==> config.mk <==
export PLATFORM = sky130hd
export DESIGN_NAME = beep_tone_flat
export DESIGN_NICKNAME = d
export VERILOG_FILES = /design/src/rtl/mintz80_pkg.sv /design/src/rtl/beep_tone_if.sv /design/src/rtl/beep_tone_strobe_sync.sv /design/src/rtl/beep_tone.sv /design/src/flat_wrapper.sv
export SDC_FILE = /design/constraint.sdc
export NUM_CORES = 1
export LEC_CHECK = 0
export ABC_AREA = 1
export BUFFER_PORTS_ARGS = -buffer_cell sky130_fd_sc_hd__buf_4
export CORE_MARGIN = 5
export CORE_UTILIZATION = 40
export CTS_BUF_LIST = sky130_fd_sc_hd__clkbuf_16
export CTS_CLUSTER_DIAMETER = 30
export CTS_CLUSTER_SIZE = 30
export DETAILED_ROUTE_END_ITERATION = 8
export PLACE_DENSITY = 0.61
export RECOVER_POWER = 50
export SETUP_SLACK_MARGIN = 0.15
export SLEW_MARGIN = 10
export SYNTH_ARGS = -nofsm -noshare
export SYNTH_HDL_FRONTEND = slang
export SYNTH_SLANG_ARGS = --single-unit
==> constraint.sdc <==
create_clock -name clk -period 2.55 [get_ports clk]
set_input_delay 0.1275 -clock clk [delete_from_list [all_inputs] [get_ports clk]]
set_output_delay 0.1275 -clock clk [all_outputs]
set_load 0.05 [all_outputs]
==> src/rtl/mintz80_pkg.sv <==
// Shared register map, state encoding and timing defaults for the mintz80 I/O blocks.
package mintz80_pkg;

  localparam logic REG_PITCH = 1'b0;
  localparam logic REG_DUR   = 1'b1;

  localparam int DEF_PRESCALE = 64;
  localparam int DEF_DUR_UNIT = 4096;

  typedef enum logic {
    ST_IDLE = 1'b0,
    ST_PLAY = 1'b1
  } state_t;

endpackage

==> src/rtl/beep_tone_if.sv <==
// Z80-side register bus of the beeper: decoded select, strobes and data.
interface beep_tone_if;
  import mintz80_pkg::*;

  logic       sel;
  logic       a0;
  logic       wr;
  logic       rd;
  logic [7:0] din;
  logic [7:0] dout;
  logic       dout_en;

  modport master (output sel, a0, wr, rd, din, input dout, dout_en);
  modport slave  (input sel, a0, wr, rd, din, output dout, dout_en);

endinterface

==> src/rtl/beep_tone_strobe_sync.sv <==
// Two-flop synchronizer plus rising-edge detect for an asynchronous I/O strobe.
// A strobe already high when reset releases is ignored until it has been seen low.
module strobe_sync (
  input  logic clk,
  input  logic reset,
  input  logic strobe,
  output logic rise
);

  logic       s1, s2, s3;
  logic [1:0] vld;
  logic       armed;

  always_ff @(posedge clk) begin
    if (reset) begin
      s1    <= 1'b0;
      s2    <= 1'b0;
      s3    <= 1'b0;
      vld   <= 2'b00;
      armed <= 1'b0;
    end else begin
      s1  <= strobe;
      s2  <= s1;
      s3  <= s2;
      vld <= {vld[0], 1'b1};
      // s2 holds a genuine post-reset sample only once vld[1] is set
      if (vld[1] && !s2) armed <= 1'b1;
    end
  end

  assign rise = s2 & ~s3 & armed;

endmodule

==> src/rtl/beep_tone.sv <==
// Programmable beeper: PITCH sets the square-wave half-period, DUR plays for DUR units.
module beep_tone
  import mintz80_pkg::*;
#(
  parameter int PRESCALE = DEF_PRESCALE,
  parameter int DUR_UNIT = DEF_DUR_UNIT
) (
  input  logic       clk,
  input  logic       reset,
  beep_tone_if.slave bus,
  output logic       beep,
  output logic       busy
);

  localparam int HP_W = $clog2(256 * PRESCALE);
  localparam int UN_W = $clog2(DUR_UNIT);
  localparam logic [UN_W-1:0] UNIT_LAST = UN_W'(DUR_UNIT - 1);

  state_t          state;
  logic [7:0]      pitch_r;
  logic [7:0]      dur_r;
  logic [HP_W-1:0] hp_cnt;
  logic [UN_W-1:0] unit_cnt;
  logic [HP_W-1:0] hp_reload;
  logic            commit;
  logic            unit_wrap;

  strobe_sync u_sync (
    .clk    (clk),
    .reset  (reset),
    .strobe (bus.sel & ~bus.wr),
    .rise   (commit)
  );

  assign hp_reload = HP_W'((32'(pitch_r) + 32'd1) * 32'(PRESCALE) - 32'd1);
  assign unit_wrap = (unit_cnt == UNIT_LAST);

  always_ff @(posedge clk) begin
    if (reset) begin
      state    <= ST_IDLE;
      pitch_r  <= 8'd0;
      dur_r    <= 8'd0;
      hp_cnt   <= '0;
      unit_cnt <= '0;
      beep     <= 1'b0;
      busy     <= 1'b0;
    end else begin
      if (commit && bus.a0 == REG_PITCH) pitch_r <= bus.din;

      // a DUR commit overrides expiry and toggle on the same edge
      if (commit && bus.a0 == REG_DUR) begin
        if (bus.din == 8'd0) begin
          state <= ST_IDLE;
          beep  <= 1'b0;
          busy  <= 1'b0;
        end else begin
          dur_r    <= bus.din;
          unit_cnt <= '0;
          if (state == ST_IDLE) begin
            state  <= ST_PLAY;
            beep   <= 1'b1;
            busy   <= 1'b1;
            hp_cnt <= hp_reload;
          end
        end
      end else if (state == ST_PLAY) begin
        unit_cnt <= unit_wrap ? '0 : unit_cnt + 1'b1;
        if (unit_wrap && dur_r == 8'd1) begin
          state <= ST_IDLE;
          dur_r <= 8'd0;
          beep  <= 1'b0;
          busy  <= 1'b0;
        end else begin
          if (unit_wrap) dur_r <= dur_r - 8'd1;
          if (hp_cnt == '0) begin
            beep   <= ~beep;
            hp_cnt <= hp_reload;
          end else begin
            hp_cnt <= hp_cnt - 1'b1;
          end
        end
      end
    end
  end

  assign bus.dout_en = bus.sel & ~bus.rd;
  assign bus.dout    = !bus.dout_en        ? 8'h00 :
                       (bus.a0 == REG_DUR) ? {busy, 6'b0, beep} : pitch_r;

endmodule
==> src/flat_wrapper.sv <==
// flat-port wrapper written by rule: the top's interface ports become plain ports
module beep_tone_flat import mintz80_pkg::*;
#(
  parameter int PRESCALE = DEF_PRESCALE,
  parameter int DUR_UNIT = DEF_DUR_UNIT
)
  (clk, reset, beep, busy, bus_sel, bus_a0, bus_wr, bus_rd, bus_din, bus_dout, bus_dout_en);
  beep_tone_if bus_i ();
  input  logic clk;
  input  logic reset;
  output logic beep;
  output logic busy;
  input wire logic [$bits(bus_i.sel)-1:0] bus_sel;
  input wire logic [$bits(bus_i.a0)-1:0] bus_a0;
  input wire logic [$bits(bus_i.wr)-1:0] bus_wr;
  input wire logic [$bits(bus_i.rd)-1:0] bus_rd;
  input wire logic [$bits(bus_i.din)-1:0] bus_din;
  output wire logic [$bits(bus_i.dout)-1:0] bus_dout;
  output wire logic [$bits(bus_i.dout_en)-1:0] bus_dout_en;
  assign bus_i.sel = bus_sel;
  assign bus_i.a0 = bus_a0;
  assign bus_i.wr = bus_wr;
  assign bus_i.rd = bus_rd;
  assign bus_i.din = bus_din;
  assign bus_dout = bus_i.dout;
  assign bus_dout_en = bus_i.dout_en;
  beep_tone #(.PRESCALE(PRESCALE), .DUR_UNIT(DUR_UNIT)) u_core (.clk(clk), .reset(reset), .bus(bus_i), .beep(beep), .busy(busy));
endmodule
# After elaboration in Yosys (flattened, before gate mapping)
# Cells that the tools add are included.
# word_totals
register_bits	51
# op_classes
n_addsub	5
eq_ne	6
mux	31
bitwise_logic	9
reduce_logical	16
# op_table
operator	n
2-to-1 mux 14 bit	6
2-to-1 mux 8 bit	7
2-to-1 mux 12 bit	4
subtractor 14 x 1 -> 14 bit, second input constant	2
zero test 14 bit	1
2-to-1 mux 1 bit	14
adder 12 x 1 -> 12 bit, second input constant	1
== test 12 bit, second input constant	1
AND reduction 3 bit	3
adder 8 x 1 -> 8 bit, second input constant	1
== test 8 x 1 -> 1 bit, second input constant	1
zero test 8 bit	1
subtractor 8 x 1 -> 8 bit, second input constant	1
nonzero test 3 bit	2
inverter 1 bit	5
bitwise AND 1 bit	4
logical AND 1 bit	4
inequality test 2 bit, second input constant	2
AND reduction 4 bit	1
nonzero test 2 bit	2
inequality test 3 bit, second input constant	1
inequality test 2 x 1 -> 1 bit, second input constant	1
AND reduction 2 bit	1
zero test 1 bit	1

# Depth between registers and ports, before layout
# Gate-level depths: netlist (run 1).
# depth
ltp_word	6
depth_mapped	12
depth_no_buf	12

# Hierarchy
# Synthesis (run 1) repeated with hierarchy kept, for this count alone.
# unflattened
hier_cells	473
hier_area_um2	3161.8
# by_module_without_submodules
mod	instances	cells_each	area_per_inst_um2	seq_area_each_um2
beep_tone	1	454	2979.1	900.9
strobe_sync	1	19	182.7	120.1

# Least setup slack after synthesis (run 1)
# OpenSTA, ideal clock, no wires.
# synth_timing
kind	in2out
start	input bus_sel
end	output bus_dout[1]
t_arrival_ps	2219
t_required_ps	2423
path_slack_ps	203
path_stages	4
n_path_buf	0
cell_sequence	inv_1 -> nor2_1 -> inv_1 -> nor3_1
# synth_via
elab_chain_len	2
# synth_rtl
item	line_no	rtl
start, declared	flat_wrapper.sv:13	input wire logic [$bits(bus_i.sel)-1:0] bus_sel;
bitwise AND 1 bit	beep_tone.sv:86	assign bus.dout_en = bus.sel & ~bus.rd;
named net bus_dout_en	flat_wrapper.sv:19	output wire logic [$bits(bus_i.dout_en)-1:0] bus_dout_en;
2-to-1 mux 8 bit	beep_tone.sv:87	assign bus.dout = !bus.dout_en ? 8'h00 :
end, declared	flat_wrapper.sv:18	output wire logic [$bits(bus_i.dout)-1:0] bus_dout;
# The timed path passes the listed nets, and every way through them passes these cells.

# Worst setup path in the final report (run 1)
# layout_timing
start	register u_core.u_sync.armed
end	register u_core.dur_r[7]
# layout_via
elab_chain_len	4
# layout_rtl
item	line_no	rtl
start, declared	beep_tone_strobe_sync.sv:12	logic armed;
start signal, assigned	beep_tone_strobe_sync.sv:20	armed <= 1'b0;
start signal, assigned	beep_tone_strobe_sync.sv:27	if (vld[1] && !s2) armed <= 1'b1;
bitwise AND 1 bit *	beep_tone_strobe_sync.sv:31	assign rise = s2 & ~s3 & armed;
logical AND 1 bit *	beep_tone.sv:51	if (commit && bus.a0 == REG_DUR) begin
inequality test 2 bit (no source line), or another cell as far along	-	
AND reduction 3 bit (no source line)	-	
end signal, assigned	beep_tone.sv:57	dur_r <= bus.din;
end signal, assigned	beep_tone.sv:74	if (unit_wrap) dur_r <= dur_r - 8'd1;
end, declared	beep_tone.sv:21	logic [7:0] dur_r;
# Mark *: on every way between the ends. The rest lies on a longest branch, timed or not.
# A chain may end at the register's enable or synchronous reset.

==> results.py, run 1 <==
metrics = {
    "synth": {
        "yosysUniqueCellTypes": 38,
        "synth_area_um2": 3100,
        "syn_nets": 482,
        "syn_inst": 461,
        "ys_seq_elements": 51,
        "avgSynthCellArea_um2": 6.73,
        "synth_top_flop_cell": "dfxtp_1",
        "ys_seq_area_frac": 0.329,
        "synthArstFlopShare": 0,
        "synth_warnings": 0,
        "synth-edff-count": 0,
    },
    "grt": {
        "grt_max_degree": 26,
        "grt_use_total": 0.154,
        "grt-ovfl-total": 0,
        "grt_pass1_vias": 2653,
        "grt_pass1_wl_mm": 12.5,
        "antenna_found_initial": 0,
    },
    "hold_path": {
        "hold_depth": 3,
        "hold_path_end": "u_core.u_sync.s1$_SDFF_PP0_",
        "min_from": "bus_sel",
        "hold_class": "in2reg",
    },
    "setup_path": {
        "r2r-end": "u_core.dur_r[7]$_SDFFE_PP0P_",
        "cp.required_ns": 2.73,
        "critPathLaunchType": "flip-flop",
        "cp_max_fo": 16,
        "cp_data_arrival_time_ns": 2.18,
        "r2r_cells": 11,
        "cp-end-kind": "flip-flop",
        "worstReg2RegStart": "u_core.u_sync.armed$_SDFFE_PP0P_",
        "rrSetupSlack_ns": 0.55,
        "critPathKind": "reg2reg",
    },
    "floorplan": {
        "fp.coreArea_um2": 7650,
        "dieArea_um2": 9620,
        "num_rows": 32,
        "die_h_um": 98.1,
        "ios": 25,
        "initial_utilization": 0.406,
        "fp.dieW_um": 98.1,
    },
    "power_and_ir_drop": {
        "ir_drop_uv": 326,
        "powerDensity_nw_per_um2": 475,
        "p_leak_nw": 1.40,
    },
    "clock_network": {
        "cts_root_buf": "clkbuf_16",
        "clock-sinks": 51,
        "cts_tree": "yes",
        "cts_max_level": 2,
        "insertion_delay_ns": 0.29,
        "cts_resized": 0,
        "cts_buffer_depth": 2,
        "hold_buffers": 1,
        "clk_pin_slew_ns": 0.07,
        "cts_buffers": 5,
        "postCtsSetupBuffers": 0,
    },
    "place": {
        "portBuffers": 24,
        "hpwl_mm": 5.44,
        "gp_congestion": 0.815,
        "pre_cts_ws_ns": 0.613,
    },
    "detailed_routing": {
        "ant_nets": 0,
        "drc": 0,
        "via_per_inst": 4.88,
        "post_drt_wl_per_cell_um": 12.3,
        "num_vias": 2859,
        "drt_pass1_iterations": 5,
        "drt_iter0_markers": 137,
        "drt_wl_total_mm": 7.21,
    },
    "sta": {
        "worst_pin_slew_ns": 1.13,
        "clock_skew_ns": 0.00803,
        "setup_ws_ns": 0.554,
        "setup-tns-final_ns": 0,
        "finalCritPeriodShare": 0.783,
        "fmax_ghz": 0.501,
        "rsz0062_at_grt": "false",
        "relSlewSlack": 0.246,
        "finalMaxSlewViolations": 0,
        "finalSetupViolCount": 0,
        "hold_violations": 0,
        "period_minus_slack_ns": 2.00,
    },
    "layout": {
        "syn_to_final_growth_pct": 10.6,
        "fin_nets": 504,
        "post-route-util": 0.449,
        "diodes": 0,
        "drive_above_1_share": 0.107,
    },
    "run": {
        "cap_violations": 0,
    },
    "outcome": {
        "outcome": "complete, no violations",
    },
}
==> cells in the final DEF (no fill, tap or decap), types with 3 or more instances in the layout <==
master and instances:
nand2_1 104, dfxtp_1 51, nor2_1 50, inv_1 48
a21oi_1 36, nand3_1 32, o21ai_0 26, nor3_1 16
xor2_1 14, clkbuf_1 13, o21ai_1 12, buf_4 12
inv_2 9, ha_1 7, nand2_2 5, nand4_1 5
clkbuf_16 5, xnor2_1 4, a21oi_2 4, nor2_2 3
nand2_4 3
==> per-stage QoR <==
stage                     total power [W]  hold slack [ns]  instances  cell area [um^2]
after floorplan                  0.000947            0.205        461              3100
after global placement           0.000995            0.292        577              3350
after detailed placement         0.000995            0.299        577              3350
after CTS                         0.00166           0.0888        586              3500
after global routing              0.00172            0.116        586              3430
final                             0.00163           0.0960        586              3430
==> power breakdown <==
group	switching [W]	internal, W
Clock	0.000293	0.000362
Combinational	0.000107	0.0000548
Sequential	0.00000683	0.000805
Total	0.000407	0.00122
==> sequential cells by signal, summed over array words and instances, names as in the netlist <==
signal / cells
u_core.hp_cnt: 14
u_core.unit_cnt: 12
u_core.dur_r: 8
u_core.pitch_r: 8
u_core.u_sync.vld: 2
u_core.beep: 1
u_core.busy: 1
u_core.state: 1
u_core.u_sync.armed: 1
u_core.u_sync.s1: 1
u_core.u_sync.s2: 1
u_core.u_sync.s3: 1
==> cells by family after synthesis <==
kind of cell,synth area share
XOR/XNOR,0.0508
flip-flops,0.329
adder cells (fa/ha/maj),0.0282
AO/OA/AOI/OAI,0.140
buffers and inverters,0.0915
AND/OR/NAND/NOR,0.361
==> Yosys cell counts (3+ instances only) <==
library cell,instances,share of area
a21oi_2,4,0.011
nand4_1,5,0.010
buf_6,3,0.011
a21oi_1,36,0.058
xor2_1,14,0.040
inv_1,47,0.057
dfxtp_1,51,0.33
nand2_1,102,0.12
inv_2,10,0.012
o21ai_1,12,0.019
nand2_2,5,0.010
nor2_2,3,0.0060
o21ai_0,26,0.042
nor3_1,16,0.026
nor2_1,49,0.059
nand2_4,5,0.018
xnor2_1,4,0.011
clkbuf_1,4,0.0048
ha_1,7,0.028
nand3_1,32,0.052
==> per-layer routing <==
layer / routed length [um] / global-route usage
met1: 3700 / 0.223
met2: 3120 / 0.239
met3: 358 / 0.0271
met4: 43 / 0.0341
met5: 0 / 0
==> worst max path at each step <==
stage | from | end | depth (start not counted)
finish | u_core.u_sync.armed$_SDFFE_PP0P_ | u_core.dur_r[7]$_SDFFE_PP0P_ | 11
CTS | u_core.pitch_r[0]$_SDFFE_PP0P_ | u_core.hp_cnt[13]$_SDFFE_PP0P_ | 9
detailed placement | u_core.pitch_r[0]$_SDFFE_PP0P_ | u_core.hp_cnt[13]$_SDFFE_PP0P_ | 10
global placement | u_core.pitch_r[0]$_SDFFE_PP0P_ | u_core.hp_cnt[13]$_SDFFE_PP0P_ | 10
floorplan | bus_sel | bus_dout[1] | 4
global route | u_core.u_sync.armed$_SDFFE_PP0P_ | u_core.hp_cnt[1]$_SDFFE_PP0P_ | 9
==> worst max-delay path: stages (launching register included) <==
cell and delay (ns):
dfxtp_1 0.32, inv_2 0.05, nor3_4 0.17, nand2_1 0.27
nor2_1 0.27, inv_1 0.18, nand2_8 0.15, nand2_4 0.11
inv_2 0.14, o21ai_1 0.08, nor2_1 0.09, nor2_1 0.04
==> cell type report <==
class / instances / area [um^2]
inverters: 57 / 214
repair buffers: 26 / 149
multi-input cells: 342 / 1780
clock inverters: 3 / 20.0
flip-flops and latches: 51 / 1020
fillers: 802 / 4210
clock buffers: 5 / 125
well taps: 102 / 128
(Power assumes the default switching activity.)
==> inputs of run 2 (changes only) <==
ABC_AREA = 0   (was 1)
clock period = 2 ns   (was 2.55 ns; I/O delays follow)
==> run 2 against run 1 <==
Net effect: the flow now finishes with violations (negative setup slack); worst setup slack worse by 0.74 ns; hold slack worse by 0.035 ns; design area is 27% higher; sequential share of layout area is 6.1 points lower; die area is 1.6% lower; clock power is 31% higher; combinational power is 75% higher; core utilization is 15 points higher; sequential power is 27% higher; sequential cell count stayed put; clock skew hardly changed; cell count is 1.9% lower; largest power group unchanged.
==> results.py, run 2 <==
metrics = {
    "outcome": {
        "outcome": "finished, violations left",
        "violations": "negative setup slack",
    },
    "sta": {
        "finalMaxSlewViolations": 0,
        "period_minus_slack_ns": 2.19,
        "finalCritPeriodShare": 1.09,
        "setup-tns-final_ns": -1.50,
        "setup_ws_ns": -0.186,
        "rsz0062_at_grt": "true",
        "clock_skew_ns": 0.00759,
        "finalSetupViolCount": 14,
        "relSlewSlack": 0.628,
        "hold_violations": 0,
        "fmax_ghz": 0.457,
        "worst_pin_slew_ns": 0.554,
    },
    "synth": {
        "synth_top_area_frac": 0.335,
        "synth_area_um2": 3050,
        "yosysUniqueCellTypes": 66,
        "synth_top_cells_by_area": "dfxtp_1, nor2_1, o21ai_0",
        "ys_seq_elements": 51,
        "synthArstFlopShare": 0,
        "yosys.area.top_type": "dfxtp_1",
        "synth-edff-count": 0,
        "synth_commonest_cells": "nor2_1, dfxtp_1, o21ai_0",
        "avgSynthCellArea_um2": 7.94,
        "synth_top_flop_cell": "dfxtp_1",
        "syn_inst": 384,
        "syn_nets": 405,
        "ys_seq_area_frac": 0.335,
        "synth_most_common_cell": "nor2_1",
        "synth_warnings": 0,
    },
    "power_and_ir_drop": {
        "switching_share": 0.254,
        "p_sw_w": 0.000552,
        "p_int_w": 0.00162,
        "ir_drop_uv": 366,
        "pwr-share-clk": 0.394,
        "powerDensity_nw_per_um2": 496,
        "finalPower_w": 0.00217,
        "p_comb_frac": 0.130,
        "seq_power_share": 0.476,
        "p_leak_nw": 1.72,
    },
    "floorplan": {
        "dieArea_um2": 9470,
        "fp.coreArea_um2": 7330,
        "ios": 25,
        "fp.dieW_um": 97.3,
        "initial_utilization": 0.416,
        "num_rows": 31,
        "die_h_um": 97.3,
    },
    "setup_path": {
        "critPathLaunchType": "flip-flop",
        "critPathKind": "reg2reg",
        "cp_data_arrival_time_ns": 2.39,
        "r2r_cells": 9,
        "cp_max_fo": 4,
        "cp-end-kind": "flip-flop",
        "cp.required_ns": 2.21,
    },
    "hold_path": {
        "hold_depth": 3,
        "hold_class": "in2reg",
    },
    "place": {
        "pre_cts_ws_ns": -0.148,
        "place_area_um2": 3830,
        "portBuffers": 24,
        "hpwl_mm": 6.04,
        "gp_congestion": 0.904,
    },
    "clock_network": {
        "cts_tree": "yes",
        "cts_max_level": 2,
        "cts_buffer_depth": 2,
        "cts_root_buf": "clkbuf_16",
        "cts_buffers": 5,
        "clk_pin_slew_ns": 0.07,
        "clock-sinks": 51,
        "insertion_delay_ns": 0.29,
    },
    "detailed_routing": {
        "drt_iter0_markers": 123,
        "via_per_inst": 5.53,
        "post_drt_wl_per_cell_um": 15.3,
        "drc": 0,
        "ant_nets": 0,
        "drt_pass1_iterations": 4,
        "drt_wl_total_mm": 8.79,
        "num_vias": 3177,
    },
    "grt": {
        "grt_use_total": 0.180,
        "antenna_found_initial": 0,
        "grt_pass1_vias": 3037,
        "grt_max_degree": 44,
        "grt_pass1_wl_mm": 14.2,
        "grt-ovfl-total": 0,
    },
    "run": {
        "cap_violations": 0,
    },
    "layout": {
        "syn_to_final_growth_pct": 43.6,
        "post-route-util": 0.597,
        "layout_commonest_cell": "buf_4",
        "largest_register_ffs": 14,
        "largest_registers": "u_core.hp_cnt (14), u_core.unit_cnt (12)",
        "diodes": 0,
        "fin_nets": 496,
        "final_cell_mix": "buf_4, nor2_1, dfxtp_1, nand2_1, a21oi_1",
        "design_area_um2": 4380,
        "drive_above_1_share": 0.401,
        "top_register": "u_core.hp_cnt",
    },
}
-- run 2: power groups by stage --
stage | Sequential (W) | Clock [W] | Combinational, W
final | 0.00103 | 0.000855 | 0.000283
after global routing | 0.00103 | 0.000919 | 0.000305
after CTS | 0.00103 | 0.000868 | 0.000259
after detailed placement | 0.00106 | 0 | 0.000231
after global placement | 0.00106 | 0 | 0.000227
after floorplan | 0.00106 | 0 | 0.000140
-- run 2: logic make-up (layout without fill, tap and decap cells) --
group / count (synthesis) / in the layout / synth area share
and+or+nand+nor: 160 / 160 / 0.276
adders and majority gates: 7 / 7 / 0.0287
AOI/OAI and AO/OA: 101 / 102 / 0.220
DFF: 51 / 51 / 0.335
xor gates and xnor gates: 19 / 19 / 0.0546
buffers and inverters: 35 / 126 / 0.0497
muxes: 11 / 11 / 0.0365
-- run 2: cell type report --
type / instances / area (um^2)
fill: 635 / 2960
multi-input combinational: 299 / 2150
sequential: 51 / 1030
clock inverter: 3 / 16.3
tap: 99 / 124
clock buffer: 5 / 125
inverter: 8 / 30.0
timing repair buffer: 110 / 896
-- run 2: stage by stage --
step                      hold slack (ns)  instances
after floorplan                     0.176        384
after global placement              0.266        553
after detailed placement            0.264        553
after CTS                          0.0642        569
after global routing               0.0762        575
final                              0.0609        575
-- run 2: worst max-delay path, cell delays in order, from the launching register on --
cell	delay [ns]
dfxtp_2	0.33
inv_2	0.07
ha_4	0.13
or4b_4	0.47
or3_4	0.36
o21ai_4	0.22
buf_6	0.14
o21ai_2	0.04
nor2b_1	0.14
a311oi_1	0.21
-- run 2: routing by layer --
metal,vias to the layer above,track usage,routed length [um]
met5,-,0,0
met3,18,0.0373,378
met2,71,0.297,4270
li1,1591,-,-
met4,0,0.0692,191
met1,1497,0.229,3950
-- run 2: final timing paths --
kind              slack (ns)                              to                     startpoint
setup / recovery       -0.19   u_core.hp_cnt[3]$_SDFFE_PP0P_  u_core.hp_cnt[0]$_SDFFE_PP0P_
hold / removal          0.06  u_core.pitch_r[4]$_SDFFE_PP0P_                     bus_din[4]
setup reg to reg       -0.19   u_core.hp_cnt[3]$_SDFFE_PP0P_  u_core.hp_cnt[0]$_SDFFE_PP0P_
hold reg to reg         0.44     u_core.u_sync.s2$_SDFF_PP0_    u_core.u_sync.s1$_SDFF_PP0_
-- run 2: timing repair --
action | 4_1_cts | 5_1_grt
setup buffers | 6 | 6
gates cloned | 1 | 0
hold endpoints to repair | 1 | 0
pin swaps | 29 | 19
hold buffers | 1 | 0
resized for setup | 47 | 34
endpoints found under the setup margin | 31 | 34
